**src/rtl/hb_pkg.sv**
```systemverilog
//==== hb_pkg -- shared types and constants for the heartbeat monitor (rev 1.0) ====
`default_nettype none

package hb_pkg;

    typedef enum logic [1:0] {
        IDLE   = 2'd0,
        ACQ    = 2'd1,
        LOCKED = 2'd2,
        LOST   = 2'd3
    } hb_state_t;

    localparam int ERR_W = 16;

endpackage : hb_pkg

`default_nettype wire

```
**src/rtl/hb_sync.sv**
```systemverilog
//==== hb_sync -- two-flop synchronizer plus history flop, any-edge detect (rev 1.0) ====
`default_nettype none

module hb_sync (
    input  logic clk,
    input  logic rst,
    input  logic hb_in,
    output logic hb_edge
);

    logic r_s1;
    logic r_s2;
    logic r_s3;

    always_ff @(posedge clk) begin
        if (rst) begin
            r_s1 <= 1'b0;
            r_s2 <= 1'b0;
            r_s3 <= 1'b0;
        end else begin
            r_s1 <= hb_in;
            r_s2 <= r_s1;
            r_s3 <= r_s2;
        end
    end

    assign hb_edge = r_s2 ^ r_s3;

endmodule : hb_sync

`default_nettype wire

```
**src/rtl/hb_monitor.sv**
```systemverilog
//==== hb_monitor -- heartbeat half-period checker: lock/lost status, error count, LED (rev 1.0) ====
`default_nettype none

module hb_monitor
    import hb_pkg::*;
#(
    parameter int CNT_W     = 28,
    parameter int MIN_HALF  = 13_000_000,
    parameter int MAX_HALF  = 15_000_000,
    parameter int LOCK_CNT  = 4,
    parameter int BLINK_BIT = 22
) (
    input  logic             bd_fclk0_125m,
    input  logic             reset,
    input  logic             hb_in,
    output logic             hb_locked,
    output logic             hb_lost,
    output logic             meas_valid,
    output logic [CNT_W-1:0] meas_half,
    output logic [ERR_W-1:0] err_cnt,
    output logic             status_led
);

    localparam int                GOOD_W = $clog2(LOCK_CNT + 1);
    localparam logic [CNT_W-1:0]  C_MIN  = CNT_W'(MIN_HALF);
    localparam logic [CNT_W-1:0]  C_MAX  = CNT_W'(MAX_HALF);
    localparam logic [CNT_W-1:0]  C_SAT  = '1;
    localparam logic [CNT_W-1:0]  C_ONE  = CNT_W'(1);
    localparam logic [GOOD_W-1:0] C_LOCK = GOOD_W'(LOCK_CNT);
    localparam logic [ERR_W-1:0]  C_ESAT = '1;

    hb_state_t            r_state;
    logic [CNT_W-1:0]     r_half_cnt;
    logic [GOOD_W-1:0]    r_good_cnt;
    logic [ERR_W-1:0]     r_err_cnt;
    logic                 r_meas_valid;
    logic [CNT_W-1:0]     r_meas_half;
    logic [BLINK_BIT:0]   r_blink_cnt;

    logic                 w_edge;
    logic                 w_in_window;
    logic                 w_timeout;
    logic                 w_err_inc;
    logic [GOOD_W-1:0]    w_good_next;

    hb_sync u_sync (
        .clk     (bd_fclk0_125m),
        .rst     (reset),
        .hb_in   (hb_in),
        .hb_edge (w_edge)
    );

    // On an edge cycle r_half_cnt still holds the just-finished half-period.
    assign w_in_window = (r_half_cnt >= C_MIN) && (r_half_cnt <= C_MAX);
    assign w_timeout   = !w_edge && (r_half_cnt > C_MAX);
    assign w_good_next = r_good_cnt + GOOD_W'(1);
    assign w_err_inc   = (r_state == LOCKED) && ((w_edge && !w_in_window) || w_timeout);

    always_ff @(posedge bd_fclk0_125m) begin
        if (reset) begin
            r_state      <= IDLE;
            r_half_cnt   <= '0;
            r_good_cnt   <= '0;
            r_err_cnt    <= '0;
            r_meas_valid <= 1'b0;
            r_meas_half  <= '0;
            r_blink_cnt  <= '0;
        end else begin
            r_blink_cnt  <= r_blink_cnt + (BLINK_BIT + 1)'(1);
            r_meas_valid <= 1'b0;

            if (w_edge) begin
                r_half_cnt <= C_ONE;
            end else if (r_half_cnt != C_SAT) begin
                r_half_cnt <= r_half_cnt + C_ONE;
            end

            if (w_edge && (r_state == ACQ || r_state == LOCKED)) begin
                r_meas_valid <= 1'b1;
                r_meas_half  <= r_half_cnt;
            end

            if (w_err_inc && (r_err_cnt != C_ESAT)) begin
                r_err_cnt <= r_err_cnt + ERR_W'(1);
            end

            case (r_state)
                IDLE, LOST: begin
                    if (w_edge) begin
                        r_state    <= ACQ;
                        r_good_cnt <= '0;
                    end else if (w_timeout) begin
                        r_state <= LOST;
                    end
                end
                ACQ: begin
                    if (w_edge) begin
                        if (!w_in_window) begin
                            r_good_cnt <= '0;
                        end else if (w_good_next == C_LOCK) begin
                            r_state    <= LOCKED;
                            r_good_cnt <= '0;
                        end else begin
                            r_good_cnt <= w_good_next;
                        end
                    end else if (w_timeout) begin
                        r_state <= LOST;
                    end
                end
                LOCKED: begin
                    if (w_edge) begin
                        if (!w_in_window) begin
                            r_state    <= ACQ;
                            r_good_cnt <= '0;
                        end
                    end else if (w_timeout) begin
                        r_state <= LOST;
                    end
                end
                default: r_state <= IDLE;
            endcase
        end
    end

    always_comb begin
        status_led = r_blink_cnt[BLINK_BIT];
        case (r_state)
            LOCKED:  status_led = 1'b1;
            LOST:    status_led = 1'b0;
            default: status_led = r_blink_cnt[BLINK_BIT];
        endcase
    end

    assign hb_locked  = (r_state == LOCKED);
    assign hb_lost    = (r_state == LOST);
    assign meas_valid = r_meas_valid;
    assign meas_half  = r_meas_half;
    assign err_cnt    = r_err_cnt;

endmodule : hb_monitor

`default_nettype wire

```
**config.mk**
```make
export PLATFORM = sky130hd
export DESIGN_NAME = hb_monitor
export DESIGN_NICKNAME = d
export VERILOG_FILES = /design/src/rtl/hb_pkg.sv /design/src/rtl/hb_sync.sv /design/src/rtl/hb_monitor.sv
export SDC_FILE = /design/constraint.sdc
export NUM_CORES = 1
export LEC_CHECK = 0
export BUFFER_PORTS_ARGS = -buffer_cell sky130_fd_sc_hd__buf_2
export CORE_MARGIN = 2
export CORE_UTILIZATION = 59
export CTS_CLUSTER_DIAMETER = 30
export DETAILED_ROUTE_END_ITERATION = 16
export GPL_ROUTABILITY_DRIVEN = 1
export PLACE_DENSITY = 0.8
export SETUP_SLACK_MARGIN = 0.4
export SYNTH_ARGS = -nofsm -noshare
export SYNTH_HDL_FRONTEND = slang
export SYNTH_SLANG_ARGS = --single-unit
```
**constraint.sdc**
```tcl
create_clock -name bd_fclk0_125m -period 3.4 [get_ports bd_fclk0_125m]
set_clock_uncertainty 0.1 [all_clocks]
set_input_delay 0.51 -clock bd_fclk0_125m [delete_from_list [all_inputs] [get_ports bd_fclk0_125m]]
set_output_delay 0.51 -clock bd_fclk0_125m [all_outputs]
set_load 0.005 [all_outputs]
```
==> run_results.csv <==
group,metric,value,unit
yosys,synth_common_cells,"dfxtp_1 (104), nand2_1 (88), nor2_1 (65)",
worst_setup_path,slowest_stage,"or4_1",
power_and_ir_drop,p_sw,0.000488,W
timing,finalHoldViolCount,0,
timing,timing.hold.ws,288,ps
global_route,grt_pass1_vias,3704,
layout,area_growth,8.81,%
timing,fin_tns_setup,0,ps
yosys,synth_nets,592,
clock_tree,cts_resized,0,
power_and_ir_drop,p_int,0.00157,W
layout,num_antenna_cells,0,
worst_setup_path,ff2ff_path_depth,6,
flow_run,max-cap-violations,0,
floorplanning,die_w,94.5,um
clock_tree,insertion_delay,350,ps
yosys,yosysTopAreaCell,"dfxtp_1",
layout,finalNonFillerCells,718,
detailed_routing,via_count,4113,
layout,final_nets,623,
floorplanning,io_pins,51,
worst_setup_path,path_cells,"nor4bb_1 -> o211ai_1 -> o211ai_1 -> a22oi_4 -> or4_1 -> a221oi_2",
power_and_ir_drop,seqPwrFrac,0.602,
detailed_routing,wl_per_cell,13.8,um
yosys,synth.avg_cell_area,8.32,um2
yosys,synth-seq-cells,104,
power_and_ir_drop,p_sw_frac,0.237,
worst_setup_path,crit_required,3570,ps
detailed_routing,drt_iter0_drc,214,
worst_setup_path,crit_path_max_incr_delay,600,ps
yosys,ys_seq_area_frac,0.431,
clock_tree,cts-root-buf,"clkbuf_8",
yosys,synth.distinct_cells,50,
placed_design,port_buffers,50,
clock_tree,cts.path.max_buffers,2,
timing,finalCritPeriodShare,0.789,
placed_design,dpl.hpwl,6820,um
layout,fillCellCount,676,
clock_tree,cts-htree-levels,3,
layout,final_layout_size_suffix_gt1_frac,0.130,
clock_tree,cts_setup_buffers,0,
global_route,grt_antenna_before_repair,0,
global_route,grt_overflow,0,
yosys,async_reset_ff_frac,0,
clock_tree,holdBufCountCts,0,
worst_setup_path,cp.arrival,2860,ps
timing,max-slew-margin-rel,0.249,
detailed_routing,post_drt_via_cell_ratio,5.73,
layout,final_util,0.669,
timing,rsz0062_at_grt,"false",
layout,final-seq-area,2080,um2
global_route,grt_max_degree,82,
power_and_ir_drop,power.density,392,nW/um2
yosys,synth_top_area_frac,0.431,
floorplanning,die-area,8920,um2
detailed_routing,postRouteAntennaNets,0,
worst_setup_path,worstSetupPathType,"reg2reg",
floorplanning,num_rows,32,
timing,fmax,373,MHz
power_and_ir_drop,p_leak,2.00,nW
worst_setup_path,worst_setup_path_end_kind,"register",
yosys,synth.area.top_cells,"dfxtp_1 (43%), nand2_1 (6.8%), xor2_1 (6.5%)",
timing,slew_violations,0,
floorplanning,core,7850,um2
timing,period_minus_slack,2680,ps
power_and_ir_drop,clockPowerShare,0.343,
yosys,syn-cell-area,4830,um2
yosys,ys.warnings.count,0,
worst_setup_path,path_common_cell,"o211ai_1",
timing,setup_violations,0,
worst_setup_path,crit_fanout,28,
yosys,synthFlopType,"dfxtp_1",
status,status,"completed",
timing,worstMarginPinSlew,1130,ps
worst_setup_path,worst-path-buf-inv,0,
global_route,grt_util_all_layers,0.233,
power_and_ir_drop,p_comb_frac,0.054,
layout,multi_input_area,2530,um2
placed_design,gp_congestion,0.904,
yosys,syn_inst,580,
clock_tree,cts.clk_slew.worst_paths,100,ps
worst_setup_path,start_kind,"register",
worst_setup_path,cp_num_cells,6,
placed_design,dp.cells,702,
yosys,post-synth-top-count-cell,"dfxtp_1",
floorplanning,start_util,0.615,
global_route,grt_pass1_wl,16900,um
hold_path,holdPathStages,2,
clock_tree,cts_buffers,9,
power_and_ir_drop,max-vdd-ir-drop,279,uV
detailed_routing,drt-total-wl,9900,um
detailed_routing,dr.pass1.iters,5,
hold_path,hold_path_class,"in2reg",
detailed_routing,drc,0,
yosys,synth_edf_count,0,
floorplanning,die_y,94.5,um
worst_setup_path,crit_family,"simple AND/OR/NAND/NOR gates",
clock_tree,cts_sinks,104,
clock_tree,cts_tree,"built",
[routing by layer]
| layer | part of all wire | up-vias | track usage |
|---|---|---|---|
| li1 | - | 2072 | - |
| met1 | 0.48 | 1917 | 0.320 |
| met2 | 0.47 | 115 | 0.383 |
| met3 | 0.043 | 9 | 0.0319 |
| met4 | 0.0099 | 0 | 0.0676 |
| met5 | 0 | - | 0 |
[power groups by stage]
stage | clock, W | combinational [W] | sequential (W)
final | 0.000707 | 0.000112 | 0.00124
after global routing | 0.000773 | 0.000127 | 0.00124
after CTS | 0.000728 | 0.000112 | 0.00124
after detailed placement | 0 | 0.000112 | 0.00127
after global placement | 0 | 0.000109 | 0.00127
after floorplan | 0 | 0.0000877 | 0.00127
[per-stage QoR]
stage / instance area [um2] / worst slack (ps) / power [W]
global placement: 5080 / 817 / 0.00138
CTS: 5250 / 723 / 0.00208
global route: 5250 / 510 / 0.00214
detailed placement: 5080 / 737 / 0.00138
floorplan: 4830 / 1050 / 0.00135
finish: 5250 / 716 / 0.00206
[cells by family (layout without fill, tap and decap cells)]
group | after synthesis | after routing | synth area share
xor+xnor | 45 | 45 | 0.0816
simple gates | 279 | 279 | 0.288
fa+ha+maj | 9 | 9 | 0.0233
flops | 104 | 104 | 0.431
buf+inv | 48 | 84 | 0.0446
mux | 9 | 9 | 0.0200
compound gates | 86 | 86 | 0.111
[worst paths after layout]
kind / endpoint / slack [ps] / start
max: err_cnt[12] / 720 / r_half_cnt[13]
min: u_sync.r_s1 / 290 / hb_in
max reg2reg: err_cnt[12] / 720 / r_half_cnt[13]
min reg2reg: u_sync.r_s2 / 350 / u_sync.r_s1
[placed cells by master (no fill, tap or decap), types with 13 or more instances in the layout]
master / n
nand3_1: 27
xor2_1: 36
inv_1: 13
nand2_1: 88
buf_2: 50
and3_1: 13
nor2_1: 65
dfxtp_1: 104
a21oi_1: 46
nand4_1: 24
[sequential cells by signal (all words and copies together), names as in the netlist]
name / flops
meas_half: 28
r_half_cnt: 28
err_cnt: 16
u_sync.r_s1: 1
r_blink_cnt: 23
meas_valid: 1
r_state: 2
u_sync.r_s3: 1
r_good_cnt: 3
u_sync.r_s2: 1
[area by class of cell]
type / count / area share
Clock buffer: 14 / 0.0310
Multi-Input combinational cell: 428 / 0.482
Sequential cell: 104 / 0.396
Timing Repair Buffer: 55 / 0.0548
Tap cell: 102 / 0.0243
Clock inverter: 2 / 0.00262
Inverter: 13 / 0.00929
Note: power is estimated with default switching activity, not from simulation.
